## src/rtl/morse_tx_sched_pkg.sv

```systemverilog
// Shared types, widths and helpers for the Morse transmit scheduler.
// Imported by the request interface, the unit timer and the top.
package morse_pkg;

  localparam int CODE_W  = 4;
  localparam int LEN_W   = 3;
  localparam int MAX_LEN = 4;
  localparam int UNIT_W  = 8;

  typedef enum logic [1:0] {
    ST_IDLE,
    ST_MARK,
    ST_GAP,
    ST_CHAR_GAP
  } state_e;

  // Lengths above MAX_LEN would shift past the end of the code word.
  function automatic logic [LEN_W-1:0] clamp_len(input logic [LEN_W-1:0] len);
    return (len > LEN_W'(MAX_LEN)) ? LEN_W'(MAX_LEN) : len;
  endfunction

endpackage

```

## src/rtl/morse_tx_sched_if.sv

```systemverilog
// Two-requester character submission bus (code/length over valid/ready).
// The master modport is the requester side, slave is the scheduler side.
interface morse_tx_sched_if;
  import morse_pkg::*;

  logic              req0Valid_i;
  logic [CODE_W-1:0] req0Code_i;
  logic [LEN_W-1:0]  req0Length_i;
  logic              req0Ready_o;
  logic              req1Valid_i;
  logic [CODE_W-1:0] req1Code_i;
  logic [LEN_W-1:0]  req1Length_i;
  logic              req1Ready_o;

  modport master (
    output req0Valid_i, req0Code_i, req0Length_i,
    output req1Valid_i, req1Code_i, req1Length_i,
    input  req0Ready_o, req1Ready_o
  );

  modport slave (
    input  req0Valid_i, req0Code_i, req0Length_i,
    input  req1Valid_i, req1Code_i, req1Length_i,
    output req0Ready_o, req1Ready_o
  );

endinterface

```

## src/rtl/morse_unit_timer.sv

```systemverilog
// Prescaler plus unit counter: after a load, o_expire is high on the last
// cycle of i_units * TICK_DIV cycles. Holding i_load keeps the prescaler at 0.
module morse_unit_timer
  import morse_pkg::*;
#(
  parameter int unsigned TICK_DIV = 1000
) (
  input  logic              clk_i,
  input  logic              rst_i,
  input  logic              i_load,
  input  logic [UNIT_W-1:0] i_units,
  output logic              o_expire
);

  localparam int PRE_W = (TICK_DIV > 1) ? $clog2(TICK_DIV) : 1;
  localparam logic [PRE_W-1:0] PRE_LAST = PRE_W'(TICK_DIV - 1);

  logic [PRE_W-1:0]  r_pre;
  logic [UNIT_W-1:0] r_units;
  logic              w_tick;

  assign w_tick   = (r_pre == PRE_LAST);
  assign o_expire = w_tick && (r_units == UNIT_W'(1));

  // NOTE: state registers use non-blocking assignments so every flop samples
  // the pre-edge values, independent of statement order.
  always_ff @(posedge clk_i) begin
    if (rst_i) begin
      r_pre   <= '0;
      r_units <= '0;
    end else if (i_load) begin
      r_pre   <= '0;
      r_units <= i_units;
    end else if (w_tick) begin
      r_pre   <= '0;
      r_units <= (r_units != '0) ? r_units - UNIT_W'(1) : r_units;
    end else begin
      r_pre   <= r_pre + PRE_W'(1);
    end
  end

endmodule

```

## src/rtl/morse_tx_sched.sv

```systemverilog
// Round-robin arbiter over two character requesters feeding a single-clock
// dot/dash sequencer with unit-accurate mark, gap and character-gap timing.
module morse_tx_sched
  import morse_pkg::*;
#(
  parameter int unsigned TICK_DIV       = 1000,
  parameter int unsigned DASH_UNITS     = 3,
  parameter int unsigned GAP_UNITS      = 1,
  parameter int unsigned CHAR_GAP_UNITS = 3
) (
  input  logic                   clk_i,
  input  logic                   rst_i,
  morse_tx_sched_if.slave        req_if,
  input  logic                   abort_i,
  output logic                   dotLed_o,
  output logic                   dashLed_o,
  output logic                   doneLed_o,
  output logic                   busy_o,
  output logic                   grantId_o
);

  state_e            r_state, w_next;
  logic [CODE_W-1:0] r_code, w_sel_code;
  logic [LEN_W-1:0]  r_len, w_sel_len;
  logic              r_grant, r_last, r_done;
  logic              w_grant, w_ready0, w_ready1, w_transfer;
  logic              w_load, w_expire, w_done;
  logic [UNIT_W-1:0] w_units;

  // A lone valid wins outright; otherwise favour whoever was not served last.
  always_comb begin
    w_grant = ~r_last;
    if (req_if.req0Valid_i && !req_if.req1Valid_i)      w_grant = 1'b0;
    else if (!req_if.req0Valid_i && req_if.req1Valid_i) w_grant = 1'b1;
  end

  assign w_ready0   = (r_state == ST_IDLE) && !w_grant && !abort_i;
  assign w_ready1   = (r_state == ST_IDLE) &&  w_grant && !abort_i;
  assign w_transfer = (w_ready0 && req_if.req0Valid_i) || (w_ready1 && req_if.req1Valid_i);
  assign w_sel_code = w_grant ? req_if.req1Code_i : req_if.req0Code_i;
  assign w_sel_len  = clamp_len(w_grant ? req_if.req1Length_i : req_if.req0Length_i);

  assign req_if.req0Ready_o = w_ready0;
  assign req_if.req1Ready_o = w_ready1;

  // The timer is reloaded on every state change and held while idle.
  // NOTE: every always_comb output gets a default first so no path infers a latch.
  always_comb begin
    w_next  = r_state;
    w_load  = 1'b0;
    w_units = '0;
    w_done  = 1'b0;
    case (r_state)
      ST_IDLE: begin
        w_load = 1'b1;
        if (w_transfer) begin
          if (w_sel_len == '0) begin
            w_done = 1'b1;
          end else begin
            w_next  = ST_MARK;
            w_units = w_sel_code[0] ? UNIT_W'(DASH_UNITS) : UNIT_W'(1);
          end
        end
      end
      ST_MARK: begin
        if (w_expire) begin
          w_load = 1'b1;
          if (r_len > LEN_W'(1)) begin
            w_next  = ST_GAP;
            w_units = UNIT_W'(GAP_UNITS);
          end else begin
            w_next  = ST_CHAR_GAP;
            w_units = UNIT_W'(CHAR_GAP_UNITS);
          end
        end
      end
      ST_GAP: begin
        if (w_expire) begin
          w_load  = 1'b1;
          w_next  = ST_MARK;
          w_units = r_code[0] ? UNIT_W'(DASH_UNITS) : UNIT_W'(1);
        end
      end
      ST_CHAR_GAP: begin
        if (w_expire) begin
          w_load = 1'b1;
          w_next = ST_IDLE;
          w_done = 1'b1;
        end
      end
      default: w_next = ST_IDLE;
    endcase
    // Abort wins over any expiry, including the one that would signal done.
    if (abort_i && r_state != ST_IDLE) begin
      w_next = ST_IDLE;
      w_load = 1'b1;
      w_done = 1'b0;
    end
  end

  always_ff @(posedge clk_i) begin
    if (rst_i) begin
      r_state <= ST_IDLE;
      r_code  <= '0;
      r_len   <= '0;
      r_grant <= 1'b0;
      r_last  <= 1'b1;
      r_done  <= 1'b0;
    end else begin
      r_state <= w_next;
      r_done  <= w_done;
      if (w_transfer) begin
        r_code  <= w_sel_code;
        r_len   <= w_sel_len;
        r_grant <= w_grant;
        r_last  <= w_grant;
      end else if (r_state == ST_MARK && w_expire && !abort_i) begin
        r_code <= r_code >> 1;
        r_len  <= r_len - LEN_W'(1);
      end
    end
  end

  morse_unit_timer #(.TICK_DIV(TICK_DIV)) u_timer (
    .clk_i    (clk_i),
    .rst_i    (rst_i),
    .i_load   (w_load),
    .i_units  (w_units),
    .o_expire (w_expire)
  );

  assign dotLed_o  = (r_state == ST_MARK) && !r_code[0];
  assign dashLed_o = (r_state == ST_MARK) &&  r_code[0];
  assign busy_o    = (r_state != ST_IDLE);
  assign doneLed_o = r_done;
  assign grantId_o = r_grant;

endmodule

```

## src/flat_wrapper.sv

```systemverilog
// flat-port wrapper written by rule: the top's interface ports become plain ports
module morse_tx_sched_flat import morse_pkg::*;
#(
  parameter int unsigned TICK_DIV       = 1000,
  parameter int unsigned DASH_UNITS     = 3,
  parameter int unsigned GAP_UNITS      = 1,
  parameter int unsigned CHAR_GAP_UNITS = 3
)
  (clk_i, rst_i, abort_i, dotLed_o, dashLed_o, doneLed_o, busy_o, grantId_o, req_if_req0Valid_i, req_if_req0Code_i, req_if_req0Length_i, req_if_req1Valid_i, req_if_req1Code_i, req_if_req1Length_i, req_if_req0Ready_o, req_if_req1Ready_o);
  morse_tx_sched_if req_if_i ();
  input  logic clk_i;
  input  logic rst_i;
  input  logic abort_i;
  output logic dotLed_o;
  output logic dashLed_o;
  output logic doneLed_o;
  output logic busy_o;
  output logic grantId_o;
  input wire logic [$bits(req_if_i.req0Valid_i)-1:0] req_if_req0Valid_i;
  input wire logic [$bits(req_if_i.req0Code_i)-1:0] req_if_req0Code_i;
  input wire logic [$bits(req_if_i.req0Length_i)-1:0] req_if_req0Length_i;
  input wire logic [$bits(req_if_i.req1Valid_i)-1:0] req_if_req1Valid_i;
  input wire logic [$bits(req_if_i.req1Code_i)-1:0] req_if_req1Code_i;
  input wire logic [$bits(req_if_i.req1Length_i)-1:0] req_if_req1Length_i;
  output wire logic [$bits(req_if_i.req0Ready_o)-1:0] req_if_req0Ready_o;
  output wire logic [$bits(req_if_i.req1Ready_o)-1:0] req_if_req1Ready_o;
  assign req_if_i.req0Valid_i = req_if_req0Valid_i;
  assign req_if_i.req0Code_i = req_if_req0Code_i;
  assign req_if_i.req0Length_i = req_if_req0Length_i;
  assign req_if_i.req1Valid_i = req_if_req1Valid_i;
  assign req_if_i.req1Code_i = req_if_req1Code_i;
  assign req_if_i.req1Length_i = req_if_req1Length_i;
  assign req_if_req0Ready_o = req_if_i.req0Ready_o;
  assign req_if_req1Ready_o = req_if_i.req1Ready_o;
  morse_tx_sched #(.TICK_DIV(TICK_DIV), .DASH_UNITS(DASH_UNITS), .GAP_UNITS(GAP_UNITS), .CHAR_GAP_UNITS(CHAR_GAP_UNITS)) u_core (.clk_i(clk_i), .rst_i(rst_i), .req_if(req_if_i), .abort_i(abort_i), .dotLed_o(dotLed_o), .dashLed_o(dashLed_o), .doneLed_o(doneLed_o), .busy_o(busy_o), .grantId_o(grantId_o));
endmodule
```

## config.mk

```make
export PLATFORM = sky130hd
export DESIGN_NAME = morse_tx_sched_flat
export DESIGN_NICKNAME = d
export VERILOG_FILES = /design/src/rtl/morse_tx_sched_pkg.sv /design/src/rtl/morse_tx_sched_if.sv /design/src/rtl/morse_unit_timer.sv /design/src/rtl/morse_tx_sched.sv /design/src/flat_wrapper.sv
export SDC_FILE = /design/constraint.sdc
export NUM_CORES = 1
export LEC_CHECK = 0
export CAP_MARGIN = 10
export CORE_ASPECT_RATIO = 0.9
export CORE_UTILIZATION = 45
export DETAILED_ROUTE_END_ITERATION = 16
export PLACE_DENSITY = 0.78
export SLEW_MARGIN = 20
export SYNTH_ARGS = -nofsm -noshare
export SYNTH_HDL_FRONTEND = slang
export SYNTH_SLANG_ARGS = --single-unit
```

## constraint.sdc

```tcl
create_clock -name clk_i -period 2.15 [get_ports clk_i]
set_input_delay 0.215 -clock clk_i [delete_from_list [all_inputs] [get_ports clk_i]]
set_output_delay 0.215 -clock clk_i [all_outputs]
set_load 0.005 [all_outputs]
```

# After elaboration in Yosys (flattened, before gate mapping)
# Index checks and enable logic that the tools add are counted.
[word_totals] regBits=30 inputBits=19 output_inout_bits=7 word_cells=89
[classes] add_sub_neg=3 n_lt_le_gt_ge=2 eq_ne=10 muxes=33 bitwise_logic=1 reduce_logical=32
[op_table] operator="two-way mux 8 bit" count=7
[op_table] operator="one-hot mux 8 bit (3 select lines)" count=1
[op_table] operator="two-way mux 2 bit" count=8
[op_table] operator="logical AND 1 bit" count=14
[op_table] operator="two-way mux 3 bit" count=4
[op_table] operator="two-way mux 4 bit" count=3
[op_table] operator="adder 10 x 1 -> 10 bit (second input constant)" count=1
[op_table] operator="== test 10 bit (second input constant)" count=1
[op_table] operator="== test 8 x 1 -> 1 bit (second input constant)" count=1
[op_table] operator="inequality test 2 x 1 -> 1 bit (second input constant)" count=4
[op_table] operator="one-hot mux 2 bit (4 select lines)" count=1
[op_table] operator="nonzero test 2 bit" count=4
[op_table] operator="nonzero test 8 bit" count=1
[op_table] operator="subtractor 8 x 1 -> 8 bit (second input constant)" count=1
[op_table] operator="two-way mux 1 bit" count=7
[op_table] operator="OR reduction 3 bit" count=2
[op_table] operator="zero test 1 bit" count=5
[op_table] operator="AND reduction 5 bit" count=1
[op_table] operator="== test 2 bit (second input constant)" count=2
[op_table] operator="one-hot mux 1 bit (2 select lines)" count=2
[op_table] operator="greater-than comparator 3 x 1 -> 1 bit (second input constant)" count=1
[op_table] operator="greater-than comparator 3 bit (second input constant)" count=1
[op_table] operator="zero test 3 bit" count=1
[op_table] operator="subtractor 3 x 1 -> 3 bit (second input constant)" count=1
[op_table] operator="7 further kinds" count=7

# Logic depth before layout (Yosys ltp)
[logic_depth] word_depth=12 ltp_mapped=9 ltp_nobuf=8

# Cells and area by module
# A second synthesis with hierarchy kept.
[unflattened] cells_unflattened=217 area_unflattened_um2=1880.6
[by_module_without_submodules] mod="morse_unit_timer" n_inst=1 cells_each=111 area_per_inst_um2=979.7 seq_area_each_um2=360.3
[by_module_without_submodules] mod="morse_tx_sched" n_inst=1 cells_each=106 area_per_inst_um2=900.9 seq_area_each_um2=240.2

# Least setup slack after synthesis
# Ideal clock, no wire load.
[synth_timing] path_kind="reg2reg" from="reg u_core.u_timer.r_pre[0]" to="reg u_core.r_len[1]" setup_ns=0.132 arrival_time_ns=1.656 required_ns=2.018 slack_ns=0.362 path_stages_with_launch=8 n_path_buf=0 synth_period_minus_slack_ns=1.788 cell_sequence="dfxtp_1 -> ha_1 -> and4bb_2 -> nand3_1 -> or2_1 -> o21ai_2 -> o221a_2 -> nor3_1"
[synth_between] elab_chain_len=5
[synth_rtl] item="start: declaration" line="morse_unit_timer.sv:18" rtl="logic [PRE_W-1:0] r_pre;"
[synth_rtl] item="start signal: assignment" line="morse_unit_timer.sv:38" rtl="r_pre <= r_pre + PRE_W'(1);"
[synth_rtl] item="== test 10 bit" line="morse_unit_timer.sv:22" rtl="assign w_tick = (r_pre == PRE_LAST);"
[synth_rtl] item="logical AND 1 bit" line="morse_unit_timer.sv:23" rtl="assign o_expire = w_tick && (r_units == UNIT_W'(1));"
[synth_rtl] item="logical AND 1 bit (2 in series)" line="morse_tx_sched.sv:117" rtl="end else if (r_state == ST_MARK && w_expire && !abort_i) begin"
[synth_rtl] item="nonzero test 2 bit (no line)"
[synth_rtl] item="end signal: assignment" line="morse_tx_sched.sv:114" rtl="r_len <= w_sel_len;"
[synth_rtl] item="end signal: assignment" line="morse_tx_sched.sv:119" rtl="r_len <= r_len - LEN_W'(1);"
[synth_rtl] item="end: declaration" line="morse_tx_sched.sv:24" rtl="logic [LEN_W-1:0] r_len, w_sel_len;"
# No other way between the ends.
# A chain may end at the register's enable or synchronous reset.

# Final worst setup path
[layout_timing] from="in req_if_req1Valid_i" to="out req_if_req1Ready_o"
[layout_between] elab_chain_len=5 word_cells_on_any_way=7 classes_between="mux (2); reduce/logical (5)"
[layout_rtl] item="start: declaration" line="flat_wrapper.sv:22" rtl="input wire logic [$bits(req_if_i.req1Valid_i)-1:0] req_if_req1Valid_i;"
[layout_rtl] item="logical AND 1 bit / zero test 1 bit (equally long branches)" line="morse_tx_sched.sv:34, morse_tx_sched.sv:33"
[layout_rtl] item="two-way mux 1 bit / logical AND 1 bit (equally long branches)" line="morse_tx_sched.sv:34, morse_tx_sched.sv:33"
[layout_rtl] item="two-way mux 1 bit (*)" line="morse_tx_sched.sv:33" rtl="if (req_if.req0Valid_i && !req_if.req1Valid_i) w_grant = 1'b0;"
[layout_rtl] item="logical AND 1 bit (*) (2 in series)" line="morse_tx_sched.sv:38" rtl="assign w_ready1 = (r_state == ST_IDLE) && w_grant && !abort_i;"
[layout_rtl] item="end: declaration" line="flat_wrapper.sv:26" rtl="output wire logic [$bits(req_if_i.req1Ready_o)-1:0] req_if_req1Ready_o;"
# Mark *: on every way between the ends. The rest lies on a longest branch, timed or not.

==> flow_metrics.env <==
export IMPL_p_sw_uw=678.9
export IMPL_ys_ff_latch=30
export IMPL_numCtsBuffers=5
export IMPL_hold_slack_ns=0.4741
export IMPL_wl_um=3463
export IMPL_drc_errors=0
export IMPL_worst_setup_path_start_kind="input pin"
export IMPL_r2r_end="u_core.r_code[1]"
export IMPL_final_max_slew_viol_count=0
export IMPL_yosysTopAreaCell="dfxtp_1"
export IMPL_htreeDepth=2
export IMPL_skew_ns=0.005065
export IMPL_hold_viol_final=0
export IMPL_power_leakage_uw=0.0008618
export IMPL_fmax_mhz=496.7
export IMPL_wl_per_cell_um=12.28
export IMPL_synth_warnings=0
export IMPL_cp_num_buf_inv=3
export IMPL_ir_worst_vdd_mv=0.5650
export IMPL_grt_first_pass_wirelength_um=5816
export IMPL_endpoint_kind="output pin"
export IMPL_synthFlopType="dfxtp_1"
export IMPL_hold_buffers=0
export IMPL_cpLargestDelayFamily="buffers and inverters"
export IMPL_drtIter0Drc=57
export IMPL_crit_type="in -> out"
export IMPL_clk_latency_ns=0.28
export IMPL_hold_start="u_core.u_timer.r_pre[0]"
export IMPL_power_frac_clock_pct=21.6
export IMPL_ant_nets=0
export IMPL_setup_ws_ns=0.1367
export IMPL_tightest_slew_ns=0.3658
export IMPL_grt_pass1_vias=1345
export IMPL_crit_chain="clkdlybuf4s50_1 -> inv_1 -> maj3_2 -> nor3_1 -> clkdlybuf4s50_1"
export IMPL_maxCapViolCount=0
export IMPL_synthCells=201
export IMPL_yosysTopAreaCellShare_pct=35.61
export IMPL_syn_avg_cell_area_um2=8.391
export IMPL_reg2regPathDepth=7
export IMPL_num_vias=1456
export IMPL_cts_buffer_depth=2
export IMPL_io_pins=26
export IMPL_critPathRequiredTime_ns=1.93
export IMPL_die_x_um=66.53
export IMPL_p_sw_share_pct=35.58
export IMPL_ys_async_sr_fraction_pct=0
export IMPL_place_area_um2=2033
export IMPL_vias_per_cell=5.163
export IMPL_critPathMaxStageDelay_ns=0.53
export IMPL_antenna_found_initial=0
export IMPL_setup_viol=0
export IMPL_portBuffers=25
export IMPL_dp_slack_ns=0.01509
export IMPL_min_period_over_period_pct=93.64
export IMPL_first_pass_iters=4
export IMPL_syn_cell_area_um2=1687
export IMPL_combPwrFrac_pct=41.9
export IMPL_yosys_top_cells_area="dfxtp_1 (36%), nor2_1 (7.6%), ha_1 (6.7%), xor2_1 (5.7%), mux2i_1 (5.3%)"
export IMPL_synth_edff_count=0
export IMPL_regToRegStartpoint="u_core.u_timer.r_pre[0]"
export IMPL_cpMaxStageDelayCell="clkdlybuf4s50_1"
export IMPL_rsz0062_at_grt="no"
export IMPL_cp_arrival_ns=1.80
export IMPL_worstPathMaxFanout=7
export IMPL_cts_tree="yes"
export IMPL_power_density_nw_per_um2=895.9
export IMPL_cts_root_buf="clkbuf_8"
export IMPL_hold_path_cell_count=1
export IMPL_fin_util_pct=61.22
export IMPL_overflow=0
export IMPL_finalSetupTns_ns=0
export IMPL_clkSlewWorstSetupHoldPaths_ns=0.06
export IMPL_rows=20
export IMPL_die_height_um=60.08
export IMPL_crit_top_cell="clkdlybuf4s50_1"
export IMPL_cts_sinks=30
export IMPL_syn2layout_area_growth_pct=26.26
export IMPL_synth_nets=229
export IMPL_final_layout_size_suffix_gt1_share_pct=10.92
export IMPL_gp_congestion=0.8042
export IMPL_fin_crit_ns=2.013
export IMPL_outcome="finished, final reports clean"
export IMPL_synth_distinct_cells=44
export IMPL_design_area_um2=2130
export IMPL_slew_limit_headroom_pct=75.36
export IMPL_seq_power_share_pct=36.5
export IMPL_r2r_slack_ns=0.20
export IMPL_hpwl_um=2697
export IMPL_internal_power_uw=1229
export IMPL_grt_max_degree=13
export IMPL_whs_endpoint="u_core.u_timer.r_pre[0]"
export IMPL_start_util_pct=48.49
export IMPL_ys_seq_area_share_pct=35.61
export IMPL_diodes=0
export IMPL_hold_path_class="reg -> reg"
export IMPL_fp_dieArea_um2=3997
export IMPL_grt_use_total_pct=19.38
export IMPL_nets=266
export IMPL_coreArea_um2=3478
[layer usage]
metal / track usage, % / share of wire [%]
met5: 0 / 0
met4: 5.775 / 1.7
met3: 7.443 / 4.6
met2: 30.03 / 43
met1: 24.94 / 51
[Yosys cell counts, types with 3 or more instances]
cell type  number
nor3_1          8
o21ai_0         6
mux2i_1         9
and3_1          4
ha_1            9
xor2_1         11
nor2_1         34
xnor2_1         5
nand2_1        15
nand3_1         9
inv_1           9
a31oi_1         3
nor2b_1         4
dfxtp_1        30
a21oi_1         7
[repair_timing]
action,CTS,global route
endpoints found under the hold margin,0,0
gates resized for setup,1,3
setup buffers,0,0
endpoints found under the setup margin,1,4
[state kept, by name (all words and copies together) (netlist names)]
| register | flops |
|---|---|
| u_core.u_timer.r_pre | 10 |
| u_core.u_timer.r_units | 8 |
| u_core.r_code | 4 |
| u_core.r_len | 3 |
| u_core.r_state | 2 |
| u_core.doneLed_o | 1 |
| u_core.grantId_o | 1 |
| u_core.r_last | 1 |
[power groups by stage]
| stage | Combinational (uW) | Sequential, uW | Clock, uW |
|---|---|---|---|
| detailed placement | 776 | 707 | 0 |
| finish | 799 | 697 | 412 |
| floorplan | 563 | 693 | 0 |
| global route | 893 | 710 | 448 |
| CTS | 785 | 696 | 428 |
| global placement | 761 | 705 | 0 |
[stage by stage]
| stage | std cells | power, uW |
|---|---|---|
| floorplan | 201 | 1255 |
| global placement | 275 | 1466 |
| detailed placement | 275 | 1483 |
| CTS | 282 | 1910 |
| global route | 282 | 2051 |
| finish | 282 | 1908 |
[logic make-up (layout without fill, tap and decap cells)]
logic type	after synthesis	count (layout)	share of synthesized area, %
xor+xnor	16	16	8.308
mux	10	10	6.157
buf+inv	12	49	3.116
compound gates	31	31	12.46
fa+ha+maj	10	10	7.344
simple gates	92	92	27.00
flops	30	30	35.61
[cell usage in the layout, fill, tap and decap left out, types with 3 or more instances in the layout]
cell	netlist	layout
nor2_1	34	34
dfxtp_1	30	30
clkdlybuf4s50_1	0	25
nand2_1	15	15
xor2_1	11	11
inv_1	9	9
nand3_1	9	9
mux2i_1	9	9
nor3_1	8	8
ha_1	9	8
buf_4	0	8
a21oi_1	7	7
o21ai_0	6	6
xnor2_1	5	5
clkbuf_8	0	5
and3_1	4	4
nor2b_1	4	3
a31oi_1	3	3
[worst max-delay path by stage]
stage                       startpoint                        end  slack (ns)  cells past startpoint
2_1_floorplan  u_core.u_timer.r_pre[0]            u_core.r_len[1]        0.36                      7
3_3_place_gp        req_if_req1Valid_i  u_core.u_timer.r_units[1]        0.08                      7
3_5_place_dp        req_if_req1Valid_i  u_core.u_timer.r_units[1]        0.02                      7
4_1_cts              u_core.r_state[0]         req_if_req0Ready_o        0.07                      5
5_1_grt              u_core.r_state[0]         req_if_req1Ready_o        0.03                      5
6_report            req_if_req1Valid_i         req_if_req1Ready_o        0.14                      5
[area by class of cell]
type / instances / area [um^2]
clock inverters: 2 / 10.01
inverters: 9 / 33.78
fillers: 294 / 1349
repair buffers: 33 / 310.3
flip-flops and latches: 30 / 600.6
clock buffers: 5 / 68.82
multi-input cells: 159 / 1051
well taps: 44 / 55.05
No activity file was read; power rests on OpenSTA's default activity.
